File: config.mk
export PLATFORM = sky130hd
export DESIGN_NAME = seq_mul_acc
export DESIGN_NICKNAME = d
export VERILOG_FILES = /design/src/rtl/seq_mul_acc.sv
export SDC_FILE = /design/constraint.sdc
export NUM_CORES = 1
export LEC_CHECK = 0
export BUFFER_PORTS_ARGS = -buffer_cell sky130_fd_sc_hd__buf_2
export CAP_MARGIN = 20
export CORE_ASPECT_RATIO = 0.6
export CORE_MARGIN = 3
export CORE_UTILIZATION = 48
export CTS_BUF_LIST = sky130_fd_sc_hd__clkbuf_4
export CTS_CLUSTER_DIAMETER = 100
export DETAILED_ROUTE_END_ITERATION = 10
export GPL_TIMING_DRIVEN = 0
export PLACE_DENSITY_LB_ADDON = 0.3
export SLEW_MARGIN = 0
export SYNTH_ARGS = -nofsm -noshare
export SYNTH_HDL_FRONTEND = slang
export SYNTH_SLANG_ARGS = --single-unit
File: constraint.sdc
create_clock -name clk -period 2.31 [get_ports clk]
set_clock_uncertainty 0.1 [all_clocks]
set_input_delay 0.462 -clock clk [delete_from_list [all_inputs] [get_ports clk]]
set_output_delay 0.462 -clock clk [all_outputs]
set_load 0.005 [all_outputs]
File: src/rtl/seq_mul_acc.sv
// Iterative unsigned multiply-accumulate: P = A*B + C.
// One multiplier bit is consumed per clock (radix-2 shift-add), so every
// operation takes exactly WIDTH cycles regardless of operand values.
module seq_mul_acc #(
    parameter int unsigned WIDTH = 8
) (
    input  logic               clk,
    input  logic               rst_n,
    input  logic               start,
    input  logic [WIDTH-1:0]   A,
    input  logic [WIDTH-1:0]   B,
    input  logic [WIDTH-1:0]   C,
    output logic [2*WIDTH-1:0] P,
    output logic               busy,
    output logic               done
);

    localparam int unsigned PW   = 2 * WIDTH;
    localparam int unsigned CntW = (WIDTH > 1) ? $clog2(WIDTH) : 1;
    localparam logic [CntW-1:0] CntLast = CntW'(WIDTH - 1);

    typedef enum logic [1:0] {StIdle, StRun, StDone} state_e;

    state_e            state_q, state_d;
    logic [PW-1:0]     mcand_q, mcand_d;
    logic [WIDTH-1:0]  mplier_q, mplier_d;
    logic [PW-1:0]     acc_q, acc_d;
    logic [CntW-1:0]   cnt_q, cnt_d;
    logic [PW-1:0]     p_q, p_d;
    logic              busy_q, busy_d;
    logic              done_q, done_d;
    logic [PW-1:0]     acc_sum;

    // Partial-product add for the current multiplier bit; cannot overflow PW bits.
    assign acc_sum = mplier_q[0] ? (acc_q + mcand_q) : acc_q;

    // Next-state and datapath updates; everything holds unless a state says otherwise.
    always_comb begin
        state_d  = state_q;
        mcand_d  = mcand_q;
        mplier_d = mplier_q;
        acc_d    = acc_q;
        cnt_d    = cnt_q;
        p_d      = p_q;
        busy_d   = busy_q;
        done_d   = 1'b0;

        unique case (state_q)
            StIdle, StDone: begin
                // DONE accepts start just like IDLE, giving back-to-back operation.
                if (start) begin
                    mcand_d  = {{WIDTH{1'b0}}, A};
                    mplier_d = B;
                    acc_d    = {{WIDTH{1'b0}}, C};
                    cnt_d    = '0;
                    busy_d   = 1'b1;
                    state_d  = StRun;
                end else begin
                    busy_d   = 1'b0;
                    state_d  = StIdle;
                end
            end
            StRun: begin
                acc_d    = acc_sum;
                mcand_d  = mcand_q << 1;
                mplier_d = mplier_q >> 1;
                cnt_d    = cnt_q + 1'b1;
                if (cnt_q == CntLast) begin
                    p_d     = acc_sum;
                    busy_d  = 1'b0;
                    done_d  = 1'b1;
                    state_d = StDone;
                end
            end
            default: begin
                busy_d  = 1'b0;
                state_d = StIdle;
            end
        endcase
    end

    // State register; reset discards any in-flight operation.
    always_ff @(posedge clk or negedge rst_n) begin
        if (!rst_n) begin
            state_q  <= StIdle;
            mcand_q  <= '0;
            mplier_q <= '0;
            acc_q    <= '0;
            cnt_q    <= '0;
            p_q      <= '0;
            busy_q   <= 1'b0;
            done_q   <= 1'b0;
        end else begin
            state_q  <= state_d;
            mcand_q  <= mcand_d;
            mplier_q <= mplier_d;
            acc_q    <= acc_d;
            cnt_q    <= cnt_d;
            p_q      <= p_d;
            busy_q   <= busy_d;
            done_q   <= done_d;
        end
    end

    assign P    = p_q;
    assign busy = busy_q;
    assign done = done_q;

endmodule

# Yosys cells after proc, flatten, opt, wreduce, memory -nomap -nowiden
# Cells that the tools add are included.
# classes
add_sub_neg	2
eq_ne	5
muxes	17
reduce_logical	5
# ops
operator	count
$pmux W16 S2	2
$mux W16	3
$add A16 B16 Y16	1
$pmux W8 S2	1
$mux W8	1
$pmux W3 S2	1
$mux W1	5
$ne A2 B2 Y1 const B	2
$pmux W2 S2	1
$reduce_and A2 Y1	2
$add A3 B1 Y3 const B	1
$eq A3 B3 Y1 const B	1
$mux W3	1
$eq A2 B1 Y1 const B	1
$eq A2 B2 Y1 const B	1
$logic_not A2 Y1	1
$mux W2	1
$pmux W1 S2	1
$reduce_bool A2 Y1	1
$reduce_or A2 Y1	1
# word_totals
regBits	63
output_inout_bits	18
wordCells	37

# Longest topological paths before layout
# Gate-level depths: netlist of the first run.
# logic_depth
depth_word	4
ltp_mapped	8

# Least setup slack after synthesis of the first run
# Ideal clock, no wire load.
# synth_timing
path_type	reg-to-reg
start	register mcand_q[0]
end	register acc_q[12]
arrival_ps	2028
required_time_ps	2076
slack_ps	48
path_stages_with_launch	9
path_buffers	0
path_cell_list	dfrtp_1 > ha_1 > fa_1 > a21oi_1 > o211a_1 > o21ai_1 > a221oi_1 > xor2_1 > o21ai_0
# synth_between
elab_chain_len	3
# synth_lines
item	line_no	rtl
start, declared	25	logic [PW-1:0] mcand_q, mcand_d;
start signal, assigned	95	mcand_q <= mcand_d;
$add A16 B16 Y16	35	assign acc_sum = mplier_q[0] ? (acc_q + mcand_q) : acc_q;
$mux W16	35	
$pmux W16 S2	48	unique case (state_q)
end signal, assigned	88	acc_q <= '0;
end signal, assigned	97	acc_q <= acc_d;
end, declared	27	logic [PW-1:0] acc_q, acc_d;
# Every way passes these cells.
# A chain may end at the register's enable or synchronous reset.

# Final worst setup path of the first run
# layout_timing
start	register acc_q[0]
end	register p_q[12] (netlist: P[12])
# layout_between
elab_chain_len	2
# layout_lines
item	line_no	rtl
$add A16 B16 Y16	35	
$mux W16	35	
end signal, assigned	99	p_q <= p_d;
end, declared	29	logic [PW-1:0] p_q, p_d;
# Every way passes these cells.

==> flow_metrics.py, run 1 <==
metrics = {
    "yosys": {
        "synth_top_area_share_pct": 47.1,
        "ys_types": 39,
        "yosysMostFrequentCell": "dfrtp_1",
        "synth_area_leader_cell": "dfrtp_1",
        "synth_common_cells": "dfrtp_1, nand2_1, o21ai_0",
        "avgSynthCellArea_um2": 9.65,
        "ys_warn_count": 0,
        "ys_ff_latch": 62,
        "ys.flop_type": "dfrtp_1",
        "synth-edff-count": 0,
        "synthesis.instances": 341,
        "yosysSeqAreaShare_pct": 47.1,
        "async_flop_share_pct": 100,
        "synth_nets": 386,
        "netlist_area_um2": 3290,
        "netlist_top_cells_area": "dfrtp_1, ha_1, nand2_1",
    },
    "global_routing": {
        "grt.overflow.total": 0,
        "grt_pass1_vias": 2691,
        "grt_pass1_wl_mm": 14.1,
        "grt_usage_pct": 23.2,
        "grt_max_degree": 41,
        "antenna_found_initial": 0,
    },
    "floorplan": {
        "fp.dieW_um": 113,
        "die_h_um": 70.1,
        "rows": 22,
        "core_um2": 6360,
        "start_util_pct": 51.8,
        "die_area_um2": 7920,
        "ioPinCount": 45,
    },
    "cts": {
        "clock_path_buffers": 2,
        "cts_tree": "yes",
        "clk_latency_ns": 0.41,
        "cts-root-buf": "clkbuf_4",
        "clk_pin_slew_ns": 0.09,
        "htreeDepth": 3,
        "clock-sinks": 62,
        "numCtsBuffers": 9,
    },
    "routing": {
        "detail_route.wl_per_cell_um": 17.5,
        "wirelength_mm": 8.61,
        "viasPerCell": 5.81,
        "vias": 2853,
        "drtAntennaViolNets": 0,
        "drt_iter0_drc": 225,
        "drc": 0,
        "drt_pass1_iterations": 4,
    },
    "layout": {
        "final_cells": 491,
        "final_area_um2": 3870,
        "diodes": 0,
        "final_layout_size_suffix_gt1_share_pct": 21.1,
        "nFillCells": 544,
        "syn2layout_area_growth_pct": 17.6,
        "final_util_pct": 60.9,
        "nets": 450,
    },
    "worst_setup_path": {
        "critPathBufInv": 0,
        "reg2reg_from": "acc_q[0]",
        "reg2reg_to": "P[12]",
        "critical-path-top-delay-family": "compound AO/OA/AOI/OAI gates",
        "crit_path_max_fanout": 2,
        "worstSetupEndpointType": "flip-flop",
        "cp_data_arrival_time_ns": 2.49,
        "path_cells": "ha_2 -> fa_2 -> a21oi_2 -> o211a_1 -> o21ai_4 -> a221oi_2 -> xor2_1 -> o21ai_1",
        "path_class": "flip-flop to flip-flop",
        "critPathLaunchType": "flip-flop",
        "r2r_slack_ns": 0.02,
        "cpPeakStageDelay_ns": 0.40,
        "rr_worst_depth": 8,
        "crit_end": "P[12]",
        "cp_slowest_cell": "dfrtp_1",
        "cp.depth": 8,
        "worstSetupStartpoint": "acc_q[0]",
        "required_ns": 2.51,
    },
    "timing": {
        "min_period_ns": 2.29,
        "timing.hold.ws_ns": 0.173,
        "final-hold-violation-count": 0,
        "period_share_pct": 99.2,
        "rsz0062_at_grt": "true",
        "setup_violations": 0,
        "relSlewSlack_pct": 61.4,
        "drv_slew": 0,
        "tightest_slew_ns": 0.578,
        "fmax_ghz": 0.436,
    },
    "power": {
        "leakage_nw": 1.79,
        "power-per-cell-area_nw_per_um2": 1760,
        "vdd_drop_max_mv": 0.820,
    },
    "place": {
        "dp_cells": 470,
        "port_buffers": 44,
        "placed_area_um2": 3640,
        "dp_hpwl_mm": 6.34,
        "finalWeightedCongestion": 0.896,
    },
    "run_status": {
        "status": "complete, no violations",
    },
    "run": {
        "maxCapViolCount": 0,
    },
    "hold_path": {
        "hold_class": "input pin to flip-flop",
    },
}
-- layout make-up --
| cell class | instances | area [um^2] | area share, % |
|---|---|---|---|
| flip-flops and latches | 62 | 1550 | 40.1 |
| repair buffers | 53 | 303 | 7.82 |
| multi-input cells | 256 | 1710 | 44.1 |
| inverters | 5 | 18.8 | 0.485 |
| plain buffers | 18 | 71.3 | 1.84 |
| clock buffers | 10 | 75.1 | 1.94 |
| well taps | 84 | 105 | 2.71 |
| clock inverters | 3 | 38.8 | 1.00 |
-- metrics by stage --
stage	power (mW)	worst slack, ns	TNS, ns
finish	6.80	0.0185	0
global route	7.40	-0.0937	-0.573
CTS	6.56	0.00672	0
detailed placement	5.75	-0.320	-0.640
global placement	5.60	-0.232	-0.464
floorplan	4.71	0.0478	0
-- how the worst min path moves through the flow --
| stage | to | start | cells after the start | slack (ns) |
|---|---|---|---|---|
| after global placement | P[4] | P[4] | 2 | 0.36 |
| after global routing | mcand_q[0] | A[0] | 2 | 0.16 |
| after floorplan | P[0] | rst_n | 0 | 0.07 |
| after CTS | mcand_q[0] | A[0] | 2 | 0.14 |
| after detailed placement | P[3] | rst_n | 1 | 0.37 |
| final | mcand_q[0] | A[0] | 2 | 0.17 |
-- state kept, by name (all words and copies together), names as in the netlist --
register,cells
mplier_q,8
cnt_q,3
P,16
mcand_q,16
state_q,2
done,1
acc_q,16
-- cells in the final DEF, fill, tap and decap left out, types with 3 or more instances in the layout --
| cell type | netlist | final |
|---|---|---|
| a21oi_1 | 25 | 22 |
| mux2i_1 | 9 | 9 |
| inv_1 | 5 | 5 |
| a31oi_1 | 14 | 14 |
| xnor2_1 | 12 | 12 |
| buf_2 | 2 | 46 |
| o21ai_1 | 3 | 7 |
| nand4_1 | 3 | 3 |
| nand2_1 | 53 | 53 |
| a21oi_2 | 0 | 3 |
| nor3b_1 | 8 | 8 |
| buf_4 | 0 | 7 |
| nor2_1 | 21 | 21 |
| dfrtp_1 | 62 | 62 |
| clkbuf_1 | 15 | 14 |
| ha_2 | 0 | 5 |
| o21ai_0 | 33 | 28 |
| nand2b_1 | 3 | 3 |
| ha_1 | 17 | 12 |
| nand3_1 | 8 | 8 |
| a22oi_1 | 7 | 7 |
| a22o_1 | 12 | 12 |
| clkbuf_4 | 0 | 10 |
-- routing by layer --
metal | up-vias | wire (um) | global-route usage (%)
met1 | 1360 | 4470 | 35.6
li1 | 1366 | - | -
met4 | 0 | 132 | 6.93
met2 | 110 | 3350 | 30.9
met5 | - | 0 | 0
met3 | 17 | 657 | 7.10
-- power breakdown --
part	internal, mW	switching (mW)
Sequential	1.62	0.432
Clock	0.320	0.374
Combinational	1.74	2.31
-- what timing repair did --
item | in CTS | in global routing
resized for setup | 6 | 15
hold endpoints to repair | 22 | 0
endpoints found under the setup margin | 4 | 13
pin swaps | 4 | 14
buffers inserted | 3 | 4
hold buffers | 1 | 0
-- cell families after synthesis --
family                     count (synthesis)  share of synthesized area (%)
adders and majority gates                 18                           7.07
AOI/OAI and AO/OA                        110                           21.9
muxes                                      9                           2.74
xor gates and xnor gates                  15                           3.99
DFF                                       62                           47.1
and+or+nand+nor                          104                           14.4
buffers and inverters                     23                           2.70
No activity file was read; power rests on OpenSTA's default activity.
==> inputs of run 2 (changes only) <==
- PLACE_DENSITY_LB_ADDON: 0.3 -> 0.2
==> run 2 against run 1 <==
Against the previous run:
- clock-buffer cell count unchanged
- setup slack got worse by 0.0096 ns
- cell area about the same
- clock power about the same
- core utilization increased by 0.059 points
- sequential share of layout area about the same
- register-to-register slack about the same
- critical endpoint is now acc_q[12]
- highest routed layer unchanged
==> flow_metrics.py, run 2 (synthesis gave the netlist of run 1 again) <==
metrics = {
    "worst_setup_path": {
        "crit_path_max_fanout": 2,
        "critPathLaunchType": "flip-flop",
        "rr_worst_depth": 8,
        "required_ns": 2.50,
        "cp_data_arrival_time_ns": 2.49,
        "cpPeakStageDelay_ns": 0.40,
        "worstSetupEndpointType": "flip-flop",
        "reg2reg_from": "acc_q[0]",
        "path_cells": "ha_2 -> fa_2 -> a21oi_2 -> o211a_1 -> o21ai_2 -> a221oi_2 -> xor2_1 -> o21ai_1",
        "path_class": "flip-flop to flip-flop",
        "cp_slowest_cell": "dfrtp_1",
        "r2r_slack_ns": 0.009,
        "reg2reg_to": "acc_q[12]",
    },
    "cts": {
        "htreeDepth": 3,
        "clock_path_buffers": 2,
        "numCtsBuffers": 9,
        "clock-sinks": 62,
        "clk_latency_ns": 0.42,
        "cts-root-buf": "clkbuf_4",
        "clk_pin_slew_ns": 0.09,
        "cts_tree": "yes",
    },
    "place": {
        "finalWeightedCongestion": 0.960,
        "dp_hpwl_mm": 6.15,
        "placed_area_um2": 3640,
        "port_buffers": 44,
    },
    "global_routing": {
        "grt_usage_pct": 22.9,
        "grt_pass1_wl_mm": 13.9,
        "grt.overflow.total": 0,
        "use_met1_pct": 36.5,
        "antenna_found_initial": 0,
        "grt_pass1_vias": 2618,
        "grt_max_degree": 38,
        "top_usage_layer": "met1",
        "gr-usage-met2_pct": 28.5,
        "use_met3_pct": 8.92,
    },
    "routing": {
        "drt_pass1_iterations": 5,
        "drt_iter0_drc": 298,
        "vias": 2844,
        "viasPerCell": 5.77,
        "drtAntennaViolNets": 0,
        "detail_route.wl_per_cell_um": 17.4,
        "wirelength_mm": 8.58,
        "drc": 0,
    },
    "timing": {
        "period_share_pct": 99.6,
        "drv_slew": 0,
        "min_period_ns": 2.30,
        "rsz0062_at_grt": "true",
        "setup_violations": 0,
        "tightest_slew_ns": 0.656,
        "setup_tns_ns": 0,
        "fmax_ghz": 0.435,
        "final-hold-violation-count": 0,
        "relSlewSlack_pct": 56.3,
        "timing.hold.ws_ns": 0.166,
    },
    "layout": {
        "nFillCells": 566,
        "diodes": 0,
        "final_common_cell": "dfrtp_1",
        "final_area_um2": 3870,
        "nets": 452,
        "multi_input_area_um2": 1700,
        "regArea_um2": 1550,
        "syn2layout_area_growth_pct": 17.7,
        "final_layout_size_suffix_gt1_share_pct": 21.5,
        "final_cell_mix": "dfrtp_1, nand2_1, buf_2",
    },
    "floorplan": {
        "core_um2": 6360,
        "rows": 22,
        "ioPinCount": 45,
        "die_area_um2": 7920,
        "start_util_pct": 51.8,
        "die_h_um": 70.1,
        "fp.dieW_um": 113,
    },
    "run": {
        "maxCapViolCount": 0,
    },
    "power": {
        "total_power_mw": 6.77,
        "switchingPower_mw": 3.08,
        "clockPowerShare_pct": 10.3,
        "p_comb_share_pct": 59.6,
        "power-per-cell-area_nw_per_um2": 1750,
        "intPower_mw": 3.68,
        "vdd_drop_max_mv": 0.713,
        "p_seq_share_pct": 30.1,
        "leakage_nw": 1.80,
        "power.share.switching_pct": 45.6,
    },
    "hold_path": {
        "whs_path_depth": 2,
        "hp-start": "A[0]",
        "hold_class": "input pin to flip-flop",
        "whs_endpoint": "mcand_q[0]",
    },
    "run_status": {
        "status": "complete, no violations",
    },
}
run 2: how the worst max path moves through the flow:
stage                    start        end  cells after the start
floorplan           mcand_q[0]  acc_q[12]                      8
global placement    mcand_q[0]  acc_q[12]                      8
detailed placement  mcand_q[0]  acc_q[12]                      8
CTS                 mcand_q[0]      P[12]                      8
global route          acc_q[0]  acc_q[12]                      8
finish                acc_q[0]  acc_q[12]                      8
run 2: stage by stage:
stage / setup WS (ns) / std cells / util [%]
global route: -0.0575 / 493 / 60.9
global placement: -0.256 / 469 / 56.9
detailed placement: -0.292 / 470 / 57.2
CTS: 0.00105 / 489 / 60.0
floorplan: 0.0478 / 341 / -
finish: 0.00894 / 493 / 60.9
run 2: layout make-up:
class | count | share of cell area [%]
plain buffers | 18 | 1.81
clock buffers | 10 | 1.94
clock inverters | 3 | 1.00
inverters | 5 | 0.484
multi-input cells | 256 | 43.8
flip-flops and latches | 62 | 40.1
well taps | 84 | 2.71
repair buffers | 55 | 8.20
run 2: metal layers:
layer	vias up	part of all wire (%)
met5	-	0
li1	1369	-
met3	11	8.2
met1	1364	52
met2	100	39
met4	0	0.79
run 2: power by group through the flow:
stage               sequential [mW]  combinational, mW  clock, mW
floorplan                      1.94               2.77          0
global placement               2.02               3.61          0
detailed placement             2.04               3.68          0
CTS                            2.02               3.84      0.709
global route                   2.10               4.50      0.770
finish                         2.04               4.03      0.695
run 2: timing repair:
| item | CTS | global route |
|---|---|---|
| pin swaps | 5 | 9 |
| hold endpoints to repair | 25 | 0 |
| gates resized for setup | 6 | 11 |
| hold buffers | 1 | 0 |
| cloned | 0 | 0 |
| buffers inserted | 5 | 4 |
| endpoints found under the setup margin | 3 | 13 |
run 2: critical path: cells and delay by family (launching register included):
kind,cells,cell delay (ns)
DFF,1,0.40
AOI/OAI and AO/OA,5,0.86
xor gates and xnor gates,1,0.26
adders and majority gates,2,0.55
==> inputs of run 3 (changes only) <==
- ABC_AREA: not set -> 1
==> run 3 against run 2 <==
Against the previous run:
- final cell count is 26% higher
- register-to-register slack better by 0.10 ns
- clock-buffer cell count shrank 1
- critical path depth rose by 3
- critical endpoint is now acc_q[8]
- largest cell class unchanged
- largest power group unchanged
==> flow_metrics.py, run 3 <==
metrics = {
    "worst_setup_path": {
        "r2r_slack_ns": 0.11,
        "crit_path_max_fanout": 3,
        "cp_data_arrival_time_ns": 2.42,
        "critPathLaunchType": "flip-flop",
        "worstSetupEndpointType": "flip-flop",
        "required_ns": 2.53,
        "path_class": "flip-flop to flip-flop",
    },
    "timing": {
        "rsz0062_at_grt": "false",
        "setup_tns_ns": 0,
        "final-hold-violation-count": 0,
        "period_share_pct": 95.2,
        "setup_violations": 0,
        "relSlewSlack_pct": 56.8,
        "min_period_ns": 2.20,
        "timing.hold.ws_ns": 0.181,
        "fmax_ghz": 0.455,
        "drv_slew": 0,
        "tightest_slew_ns": 0.649,
    },
    "place": {
        "port_buffers": 43,
        "dp_hpwl_mm": 7.33,
        "finalWeightedCongestion": 0.921,
        "placed_area_um2": 3920,
    },
    "yosys": {
        "netlist_area_um2": 3560,
        "avgSynthCellArea_um2": 7.75,
        "ys.flop_type": "dfrtp_1",
        "synth_common_cells": "nand2_1, inv_1, dfrtp_1",
        "netlist_top_cells_area": "dfrtp_1, nand2_1, inv_1",
        "synth_nets": 504,
        "synth_area_leader_cell": "dfrtp_1",
        "synth_top_area_share_pct": 43.6,
        "async_flop_share_pct": 100,
        "yosysSeqAreaShare_pct": 43.6,
        "ys_warn_count": 0,
        "synth-edff-count": 0,
        "yosysMostFrequentCell": "nand2_1",
        "ys_ff_latch": 62,
        "synthesis.instances": 459,
        "ys_types": 32,
    },
    "global_routing": {
        "grt_usage_pct": 24.4,
        "grt_pass1_vias": 3036,
        "antenna_found_initial": 0,
        "grt.overflow.total": 0,
        "grt_pass1_wl_mm": 15.6,
        "grt_max_degree": 42,
    },
    "layout": {
        "final_cell_mix": "nand2_1, inv_1, dfrtp_1",
        "regArea_um2": 1550,
        "final_common_cell": "nand2_1",
        "nets": 560,
        "syn2layout_area_growth_pct": 14.0,
        "nFillCells": 640,
        "final_layout_size_suffix_gt1_share_pct": 16.8,
        "final_area_um2": 4060,
        "multi_input_area_um2": 1680,
        "diodes": 0,
    },
    "cts": {
        "numCtsBuffers": 9,
        "clk_pin_slew_ns": 0.10,
        "cts_tree": "yes",
        "postCtsSetupRepairBufs": 0,
        "cts-root-buf": "clkbuf_4",
        "clock_path_buffers": 2,
        "clk_latency_ns": 0.43,
        "htreeDepth": 3,
        "clock-sinks": 62,
    },
    "routing": {
        "drt_pass1_iterations": 8,
        "wirelength_mm": 9.74,
        "drtAntennaViolNets": 0,
        "detail_route.wl_per_cell_um": 15.7,
        "viasPerCell": 5.41,
        "drc": 0,
        "vias": 3350,
        "drt_iter0_drc": 306,
    },
    "floorplan": {
        "rows": 23,
        "die_h_um": 72.7,
        "ioPinCount": 45,
        "start_util_pct": 51.3,
        "core_um2": 6940,
        "fp.dieW_um": 117,
        "die_area_um2": 8510,
    },
    "run_status": {
        "status": "complete, no violations",
    },
    "power": {
        "power-per-cell-area_nw_per_um2": 1770,
        "vdd_drop_max_mv": 0.770,
        "leakage_nw": 2.21,
        "total_power_mw": 7.16,
    },
    "run": {
        "maxCapViolCount": 0,
    },
    "hold_path": {
        "hold_class": "input pin to flip-flop",
    },
}
==> run 3: cell types whose count changed after synthesis, moves of 10 or more <==
cell      change
inv_1        +61
nor3_1       +15
nand3_1      +37
a21oi_1      -16
o21ai_0      -15
a221oi_1     +12
nand2_1      +81
a31oi_1      -14
a22o_1       -10
==> run 3: area by class of cell <==
cell class	count	share of cell area, %
repair buffers	45	6.05
multi-input cells	310	41.5
clock buffers	9	1.67
clock inverters	6	0.956
inverters	69	6.38
well taps	100	3.08
plain buffers	18	2.13
flip-flops and latches	62	38.2
==> run 3: layer usage <==
layer	share of wire, %	track usage [%]
met4	0.98	6.36
met5	0	0
met2	38	31.7
met3	9.9	7.13
met1	51	39.0
==> run 3: cell families after synthesis <==
logic type               share of synthesized area, %
adder cells (fa/ha/maj)                          6.54
XOR/XNOR                                        0.985
buffers and inverters                            9.71
AO/OA/AOI/OAI                                    11.2
AND/OR/NAND/NOR                                  27.9
flip-flops                                       43.6
==> run 3: worst max-delay path, cell delays in order (launching register included) <==
cell	delay [ns]
dfrtp_1	0.41
ha_1	0.24
fa_2	0.35
nand2_1	0.09
nand2_1	0.10
and2_4	0.17
nand2_1	0.05
nand2_1	0.08
xnor2_2	0.24
nand2_1	0.12
nand3_1	0.10
nand2_1	0.05
==> run 3: what timing repair did <==
item | CTS | global route
endpoints found under the setup margin | 0 | 6
resized for setup | 0 | 6
hold buffers | 1 | 0
endpoints found under the hold margin | 21 | 0
==> run 3: power by group <==
part / total, mW / leakage [nW] / switching (mW) / internal [mW]
clock network: 0.640 / 0.0596 / 0.427 / 0.213
logic: 4.55 / 1.40 / 2.88 / 1.67
registers: 1.98 / 0.746 / 0.341 / 1.63
==> run 3: path summary, 6_finish.rpt <==
| check | start | end | depth (start not counted) |
|---|---|---|---|
| max | mcand_q[0] | acc_q[8] | 11 |
| min | A[0] | mcand_q[0] | 3 |
| max reg2reg | mcand_q[0] | acc_q[8] | 11 |
| min reg2reg | P[5] | P[5] | 2 |
| max in group asynchronous | rst_n | P[3] | 3 |
| min in group asynchronous | rst_n | mcand_q[2] | 2 |
==> run 3: per-stage QoR <==
step | worst slack, ns | util, % | std cells
6_report | 0.110 | 58.5 | 619
3_5_place_dp | 0.0918 | 56.5 | 603
4_1_cts | 0.0579 | 58.2 | 619
3_3_place_gp | 0.0700 | 56.2 | 602
2_1_floorplan | 0.433 | - | 459
5_1_grt | 0.0392 | 58.5 | 619
